[src/rtl/rv_trap_ctrl_pkg.sv]
// Shared definitions for the machine-mode trap controller: CSR addresses,
// field positions, cause codes, write masks and controller state encoding.
package rv_trap_ctrl_pkg;

  typedef enum logic [11:0] {
    CSR_ID_MSTATUS = 12'h300,
    CSR_ID_MIE     = 12'h304,
    CSR_ID_MEPC    = 12'h341,
    CSR_ID_MCAUSE  = 12'h342,
    CSR_ID_MIP     = 12'h344
  } csr_id_e;

  localparam int MSTATUS_MIE  = 3;
  localparam int MSTATUS_MPIE = 7;
  localparam int MIX_MEI      = 11;
  localparam int MIX_MTI      = 7;

  typedef enum logic [3:0] {
    EXC_ILLEGAL = 4'd2,
    EXC_BREAK   = 4'd3,
    EXC_ECALL   = 4'd11
  } exc_code_e;

  typedef enum logic [3:0] {
    IRQ_TIMER = 4'd7,
    IRQ_EXT   = 4'd11
  } irq_code_e;

  typedef enum logic {
    ST_IDLE,
    ST_HOLDOFF
  } trap_state_e;

  localparam logic [31:0] MSTATUS_WMASK = 32'h0000_0088;
  localparam logic [31:0] MIE_WMASK     = 32'h0000_0880;
  localparam logic [31:0] MEPC_WMASK    = 32'hFFFF_FFFC;
  localparam logic [31:0] MCAUSE_WMASK  = 32'h8000_000F;

  function automatic logic [31:0] irq_mcause(irq_code_e code);
    return {1'b1, 27'b0, code};
  endfunction

endpackage

[src/rtl/rv_irq_sync.sv]
// Multi-flop synchronizer for the asynchronous external interrupt level;
// every stage clears on reset so no stale level survives a reset.
module rv_irq_sync #(
  parameter int STAGES = 2
) (
  input  logic clk_i,
  input  logic rst_i,
  input  logic d_i,
  output logic q_o
);

  logic [STAGES-1:0] sync_q;

  always_ff @(posedge clk_i or posedge rst_i) begin
    if (rst_i) begin
      sync_q <= '0;
    end else begin
      sync_q <= {sync_q[STAGES-2:0], d_i};
    end
  end

  assign q_o = sync_q[STAGES-1];

endmodule

[src/rtl/rv_trap_ctrl.sv]
// Machine-mode trap/interrupt controller: owns mstatus/mie/mip/mepc/mcause,
// decides trap entry and mret. Optional macro URV_VECTORED_IRQ_EN vectors interrupts.
module rv_trap_ctrl
  import rv_trap_ctrl_pkg::*;
#(
  parameter logic [31:0] TRAP_VECTOR     = 32'h0000_0008,
  parameter int          IRQ_SYNC_STAGES = 2
) (
  input  logic        clk_i,
  input  logic        rst_i,
  input  logic        x_stall_i,
  input  logic        x_kill_i,
  input  logic [31:0] x_pc_i,
  input  logic        d_is_csr_i,
  input  logic [11:0] d_csr_sel_i,
  input  logic [31:0] x_csr_write_value_i,
  input  logic        x_exception_i,
  input  logic [3:0]  x_exception_cause_i,
  input  logic        x_is_mret_i,
  input  logic        irq_i,
  input  logic        timer_tick_i,
  output logic        x_trap_o,
  output logic [31:0] x_trap_pc_o,
  output logic        x_mret_o,
  output logic [31:0] csr_mstatus_o,
  output logic [31:0] csr_mip_o,
  output logic [31:0] csr_mie_o,
  output logic [31:0] csr_mepc_o,
  output logic [31:0] csr_mcause_o
);

  trap_state_e state_q, state_d;
  logic [31:0] mstatus_q, mie_q, mepc_q, mcause_q;
  logic        mtip_q;
  logic        meip;
  logic [31:0] mip_val;
  logic        adv, irq_pend;
  logic        take_exc, take_irq, take_trap, take_mret, csr_wr;
  irq_code_e   irq_code;

  rv_irq_sync #(
    .STAGES (IRQ_SYNC_STAGES)
  ) u_irq_sync (
    .clk_i (clk_i),
    .rst_i (rst_i),
    .d_i   (irq_i),
    .q_o   (meip)
  );

  assign mip_val = {20'b0, meip, 3'b0, mtip_q, 7'b0};

  assign adv       = !x_stall_i && !x_kill_i;
  assign irq_pend  = mstatus_q[MSTATUS_MIE] && ((mie_q & mip_val) != 32'b0) && (state_q == ST_IDLE);
  assign take_exc  = adv && x_exception_i;
  assign take_irq  = adv && !x_exception_i && irq_pend;
  assign take_trap = take_exc || take_irq;
  assign take_mret = adv && !take_trap && x_is_mret_i;
  // CSR writes only land when no trap or mret claims the cycle.
  assign csr_wr    = adv && !take_trap && !take_mret && d_is_csr_i;
  assign irq_code  = (mie_q[MIX_MEI] && meip) ? IRQ_EXT : IRQ_TIMER;

  assign x_trap_o = take_trap && !rst_i;
  assign x_mret_o = take_mret && !rst_i;

`ifdef URV_VECTORED_IRQ_EN
  assign x_trap_pc_o = (irq_pend && !x_exception_i)
                     ? TRAP_VECTOR + {26'b0, irq_code, 2'b00}
                     : TRAP_VECTOR;
`else
  assign x_trap_pc_o = TRAP_VECTOR;
`endif

  assign csr_mstatus_o = mstatus_q;
  assign csr_mie_o     = mie_q;
  assign csr_mip_o     = mip_val;
  assign csr_mepc_o    = mepc_q;
  assign csr_mcause_o  = mcause_q;

  // ---- controller state: holdoff after every trap or mret ----
  always_ff @(posedge clk_i or posedge rst_i) begin
    if (rst_i) begin
      state_q <= ST_IDLE;
    end else begin
      state_q <= state_d;
    end
  end

  always_comb begin
    state_d = state_q;
    if (adv) begin
      state_d = (take_trap || take_mret) ? ST_HOLDOFF : ST_IDLE;
    end
  end

  // ---- architectural registers ----
  always_ff @(posedge clk_i or posedge rst_i) begin
    if (rst_i) begin
      mstatus_q <= '0;
      mie_q     <= '0;
      mepc_q    <= '0;
      mcause_q  <= '0;
      mtip_q    <= 1'b0;
    end else begin
      // A tick beats a same-cycle software clear of MTIP.
      if (timer_tick_i) begin
        mtip_q <= 1'b1;
      end else if (csr_wr && (d_csr_sel_i == CSR_ID_MIP)) begin
        mtip_q <= x_csr_write_value_i[MIX_MTI];
      end

      if (take_trap) begin
        mepc_q                  <= x_pc_i & MEPC_WMASK;
        mcause_q                <= take_irq ? irq_mcause(irq_code)
                                            : {28'b0, x_exception_cause_i};
        mstatus_q[MSTATUS_MPIE] <= mstatus_q[MSTATUS_MIE];
        mstatus_q[MSTATUS_MIE]  <= 1'b0;
      end else if (take_mret) begin
        mstatus_q[MSTATUS_MIE]  <= mstatus_q[MSTATUS_MPIE];
        mstatus_q[MSTATUS_MPIE] <= 1'b1;
      end else if (csr_wr) begin
        case (d_csr_sel_i)
          CSR_ID_MSTATUS: mstatus_q <= x_csr_write_value_i & MSTATUS_WMASK;
          CSR_ID_MIE:     mie_q     <= x_csr_write_value_i & MIE_WMASK;
          CSR_ID_MEPC:    mepc_q    <= x_csr_write_value_i & MEPC_WMASK;
          CSR_ID_MCAUSE:  mcause_q  <= x_csr_write_value_i & MCAUSE_WMASK;
          default: ;
        endcase
      end
    end
  end

endmodule

[config.mk]
export PLATFORM = sky130hd
export DESIGN_NAME = rv_trap_ctrl
export DESIGN_NICKNAME = d
export VERILOG_FILES = /design/src/rtl/rv_trap_ctrl_pkg.sv /design/src/rtl/rv_irq_sync.sv /design/src/rtl/rv_trap_ctrl.sv
export SDC_FILE = /design/constraint.sdc
export NUM_CORES = 1
export LEC_CHECK = 0
export BUFFER_PORTS_ARGS = -buffer_cell sky130_fd_sc_hd__buf_4
export CAP_MARGIN = 15
export CELL_PAD_IN_SITES_DETAIL_PLACEMENT = 1
export CELL_PAD_IN_SITES_GLOBAL_PLACEMENT = 2
export CORE_MARGIN = 2
export CORE_UTILIZATION = 20
export CTS_CLUSTER_DIAMETER = 150
export DETAILED_ROUTE_END_ITERATION = 12
export GPL_ROUTABILITY_DRIVEN = 1
export GPL_TIMING_DRIVEN = 0
export PLACE_DENSITY = 0.89
export SLEW_MARGIN = 10
export SYNTH_ARGS = -nofsm -noshare
export SYNTH_HDL_FRONTEND = slang
export SYNTH_SLANG_ARGS = --single-unit
[constraint.sdc]
create_clock -name clk_i -period 1.77 [get_ports clk_i]
set_input_delay 0 -clock clk_i [delete_from_list [all_inputs] [get_ports clk_i]]
set_output_delay 0 -clock clk_i [all_outputs]
set_load 0.02 [all_outputs]
# Yosys cells after proc, flatten, opt, wreduce, memory -nomap -nowiden
# Index checks and enable logic that the tools add are counted.
# W data, S select, Z words.
# totals
reg_bits	72
elab_cells	69
# classes
eq_ne	6
n_mux	19
n_bitwise	4
n_reduce_logical	33
# ops
cell	n
$mux W32	9
$eq A12 B10 Y1 const B	5
$reduce_bool A32 Y1	1
$mux W8	2
$logic_and A1 B1 Y1	14
$and A12 B12 Y12	1
$reduce_bool A2 Y1	4
$mux W1	7
$logic_not A1 Y1	6
$reduce_and A3 Y1	2
$reduce_bool A3 Y1	2
$mux W4	1
$reduce_and A4 Y1	1
$not A1 Y1	3
$logic_or A1 B1 Y1	2
$ne A2 B2 Y1 const B	1
$reduce_and A2 Y1	1

# Longest topological paths before layout
# depth
ltp_word	15
mapped_depth	6

# Cells and area by module
# From an unflattened synthesis, not the netlist that was laid out.
# unflattened
hier_cells	394
area_unflattened_um2	3248.1
# by_module_without_submodules
module	instances	cells_per_inst	area_each_um2
rv_trap_ctrl	1	391	3194.3
rv_irq_sync	1	3	53.8

# Least setup slack after synthesis
# No wires, ideal clock.
# synth_path
kind	register to output
start	register mie_q[7], in the netlist csr_mie_o[7]
end	output x_mret_o
arrival_ns	1.736
required_ns	1.770
slack_ns	0.034
path_stages_with_launch	6
path_buffers	2
cell_sequence	dfrtp_1 -> a22o_2 -> a21bo_1 -> buf_4 -> buf_6 -> nor3_1
# synth_between
elab_chain_cells	10
# synth_rtl
element	line_no	source
start: declaration	rv_trap_ctrl.sv:33	logic [31:0] mstatus_q, mie_q, mepc_q, mcause_q;
start signal: assignment	rv_trap_ctrl.sv:123	CSR_ID_MIE: mie_q <= x_csr_write_value_i & MIE_WMASK;
$and A12 B12 Y12	rv_trap_ctrl.sv:53	assign irq_pend = mstatus_q[MSTATUS_MIE] && ((mie_q & mip_val) != 32'b0) && (state_q == ST_IDLE);
$reduce_bool A32 Y1	rv_trap_ctrl.sv:53	
$logic_and A1 B1 Y1 (2 in series)	rv_trap_ctrl.sv:53	
$logic_and A1 B1 Y1	rv_trap_ctrl.sv:55	assign take_irq = adv && !x_exception_i && irq_pend;
$logic_or A1 B1 Y1	rv_trap_ctrl.sv:56	assign take_trap = take_exc || take_irq;
$logic_not A1 Y1	rv_trap_ctrl.sv:57	assign take_mret = adv && !take_trap && x_is_mret_i;
$logic_and A1 B1 Y1 (2 in series)	rv_trap_ctrl.sv:57	
$logic_and A1 B1 Y1	rv_trap_ctrl.sv:63	assign x_mret_o = take_mret && !rst_i;
end: declaration	rv_trap_ctrl.sv:24	output logic x_mret_o,
# No other way between the ends.

# Final worst setup path
# Same ends and word-level chain as after synthesis.

==> impl_results.rst <==
.. list-table::
   :header-rows: 1

   * - Metric
     - Value
   * - Total Nets Final
     - 791
   * - Number of max-cap violations
     - 0
   * - Boundary pin count
     - 283
   * - Maximum buffer depth of the clock tree
     - 2
   * - Count of yosys warnings during synthesis
     - 0
   * - Setup clock skew after layout
     - 0.00523 ns
   * - Detailed-route via count
     - 3253
   * - Power density of the placed cells
     - 623 nW/um^2
   * - Run status
     - finished, final reports clean
   * - Arrival time of the worst setup path
     - 1.68 ns
   * - Slack of the worst reg-to-reg path
     - 0.13 ns
   * - Worst path slowest cell
     - sky130_fd_sc_hd__dfrtp_1
   * - End of the worst register-to-register path
     - csr_mcause_o[2]$_DFFE_PP0P_
   * - Die Y
     - 133 um
   * - Count of final max-slew check failures
     - 0
   * - Top cell family by delay on the critical path
     - compound AO/OA/AOI/OAI gates
   * - Number of clock sinks
     - 43
   * - Final critical path time including I/O delays and setup
     - 1.68 ns
   * - DR iter-0 viols
     - 44
   * - Number of instances on the worst hold path
     - 3
   * - Area of the core region
     - 16400 um^2
   * - Hold path startpoint
     - x_csr_write_value_i[31]
   * - Peak VDD IR
     - 0.305 mV
   * - Share of synthesized flip-flops with an asynchronous set or reset
     - 1.00
   * - Start-to-end type of the worst setup path
     - reg2out
   * - Total negative setup slack
     - 0 ns
   * - Post-synthesis to final-layout area growth
     - 77.3%
   * - Final ANT Viol Nets
     - 0
   * - Final non-filler cell total
     - 923
   * - Die W
     - 133 um
   * - Detailed-route wire length per cell
     - 12.3 um
   * - Most common cell after layout, fill and taps aside
     - sky130_fd_sc_hd__buf_4
   * - Maximum fanout along the worst path
     - 18
   * - Startpoint kind of the worst setup timing path
     - flip-flop
   * - Part of the Yosys area used for sequential elements
     - 0.323
   * - RR Startpoint
     - csr_mie_o[7]$_DFFE_PP0P_
   * - Worst-Skew Late Latency
     - 0.29 ns
   * - Count of input and output buffers
     - 129
   * - Placed Cells incl. Taps
     - 858
   * - Number of enable-type register cells in the synthesized netlist
     - 0
   * - Antenna violations before repair
     - 0
   * - CTS Buf Count
     - 5
   * - Syn avg cell area
     - 9.28 um^2
   * - Router iterations before antenna repair
     - 4
   * - First-pass GRT wire length
     - 17300 um
   * - Remaining Overflow, GRT
     - 0
   * - Worst path required time
     - 1.77 ns
   * - Most used DFF post-synth
     - sky130_fd_sc_hd__dfrtp_1
   * - Number of H-tree levels
     - 2
   * - Sink of the worst hold path
     - csr_mepc_o[31]$_DFFE_PP0P_
   * - Worst min-delay path category
     - in2reg
   * - Global Route Usage Sum
     - 0.123
   * - Largest net degree at the start of global routing
     - 26
   * - Cells along the critical path
     - a22o_4, a21bo_1, buf_12, nor3_4, buf_4
   * - Vias in the first global route
     - 3406
   * - Starting Density
     - 0.203
   * - Finish-stage setup viols
     - 0
   * - Floorplan die area
     - 17700 um^2
   * - Number of diodes
     - 0
   * - Setup repair after global routing missed its margin
     - no
   * - Post-layout util
     - 0.360
   * - Max Fclk
     - 596 MHz
   * - Final Hold Viols
     - 0
   * - Routability congestion estimate from global placement
     - 0.707
   * - Clock tree root driver cell
     - sky130_fd_sc_hd__clkbuf_16
   * - Worst setup EP type
     - output pin
   * - Post-detailed-route via-to-cell ratio
     - 3.52
   * - Half-perimeter wire length of the detailed placement result
     - 8690 um
   * - Sum of buffers and inverters on the critical path
     - 2
   * - CTS clk-pin slew, worst paths
     - 0.07 ns
   * - Biggest cell delay along the critical path
     - 0.41 ns
   * - Number of cells on the worst reg-to-reg path
     - 5
   * - Post-Syn Area
     - 3330 um^2
   * - Leakage power
     - 3.40 nW
   * - Most frequent cells in the layout
     - 288 x sky130_fd_sc_hd__buf_4, 151 x sky130_fd_sc_hd__conb_1, 54 x sky130_fd_sc_hd__dlygate4sd3_1, 43 x sky130_fd_sc_hd__dfrtp_1, 35 x sky130_fd_sc_hd__mux2i_1
   * - Clock tree from TritonCTS
     - done
   * - Post-detailed-routing wire length
     - 11300 um
   * - Gate count after technology mapping
     - 359
   * - Register bit total from synthesis
     - 43
   * - Layout cell share with drive strength beyond 1
     - 0.448
   * - Final Cycle Share
     - 0.948
   * - Number of distinct library cells after synthesis
     - 36
   * - Number of DRC violations after detailed routing
     - 0
   * - Number of standard-cell rows in the floorplan
     - 47
==> registers in the layout, summed over array words and instances (netlist names) <==
register	count
csr_mstatus_o	2
csr_mie_o	2
mtip_q	1
u_irq_sync.sync_q	2
csr_mcause_o	5
csr_mepc_o	30
state_q	1
==> tightest hold or removal path, delay by kind of cell <==
| kind | cells | cell delay, ns |
|---|---|---|
| compound gates | 1 | 0.10 |
| mux | 1 | 0.06 |
| buf+inv | 1 | 0.09 |
==> synthesized netlist by cell type, types with 3 or more instances <==
cell type	instances	area (um^2)
sky130_fd_sc_hd__buf_4	156	1170
sky130_fd_sc_hd__dfrtp_1	43	1080
sky130_fd_sc_hd__mux2i_1	35	350
sky130_fd_sc_hd__nand2_1	34	128
sky130_fd_sc_hd__o21ai_0	21	105
sky130_fd_sc_hd__o21ai_1	12	60.1
sky130_fd_sc_hd__nor2_1	8	30.0
sky130_fd_sc_hd__buf_6	4	45.0
sky130_fd_sc_hd__inv_1	4	15.0
sky130_fd_sc_hd__nor3_1	4	20.0
sky130_fd_sc_hd__buf_2	3	15.0
sky130_fd_sc_hd__nor4b_1	3	26.3
==> layout make-up <==
class / instances / area [um^2]
Buffer: 162 / 1230
Clock inverter: 3 / 23.8
Timing Repair Buffer: 188 / 1560
Fill cell: 1962 / 10500
Multi-Input combinational cell: 298 / 1600
Sequential cell: 43 / 1080
Inverter: 4 / 15.0
Clock buffer: 5 / 125
Tap cell: 220 / 275
==> worst max path at each step <==
stage | startpoint | to | cells past startpoint
2_1_floorplan | csr_mie_o[7]$_DFFE_PP0P_ | x_mret_o | 5
3_3_place_gp | rst_i | csr_mepc_o[26]$_DFFE_PP0P_ | 2
3_5_place_dp | state_q$_DFFE_PP0N_ | csr_mepc_o[24]$_DFFE_PP0P_ | 5
4_1_cts | mtip_q$_DFFE_PP0P_ | x_trap_o | 5
5_1_grt | csr_mstatus_o[3]$_DFFE_PP0P_ | x_mret_o | 5
6_report | csr_mie_o[7]$_DFFE_PP0P_ | x_mret_o | 5
==> timing repair <==
action,in CTS,in global routing
hold endpoints to repair,51,0
pin swaps,2,0
resized for setup,4,4
endpoints found under the setup margin,2,2
hold buffers,54,0
setup buffers,4,0
==> cell families after synthesis <==
family	count (synthesis)	synth area share
and+or+nand+nor	64	0.107
muxes	37	0.112
other	2	0.00225
DFF	43	0.323
AOI/OAI and AO/OA	46	0.0822
buffers and inverters	167	0.374
==> metrics by stage <==
step | instance area [um^2] | hold slack [ns] | worst slack [ns] | power (mW)
6_report | 5910 | 0.00546 | 0.0915 | 3.68
5_1_grt | 5910 | 0.0119 | 0.00162 | 3.90
4_1_cts | 5890 | 0.00358 | 0.0706 | 3.73
3_5_place_dp | 5150 | 0.0748 | 0.0429 | 2.62
3_3_place_gp | 5130 | 0.112 | -0.0745 | 2.60
2_1_floorplan | 3890 | 0.0314 | 0.0335 | 2.13
==> layer usage <==
metal / vias up / GRT usage / wire length [um]
met4: 0 / 0.0335 / 153
met1: 1512 / 0.126 / 4050
met2: 155 / 0.243 / 6260
met3: 10 / 0.0333 / 881
li1: 1576 / - / -
met5: - / 0 / 0
==> where the power goes <==
part	switching (mW)	total [mW]	leakage (nW)	internal, mW
Sequential	0.0878	1.21	0.527	1.13
Combinational	0.791	1.51	2.80	0.716
Clock	0.429	0.958	0.0664	0.529
(Power assumes the default switching activity.)
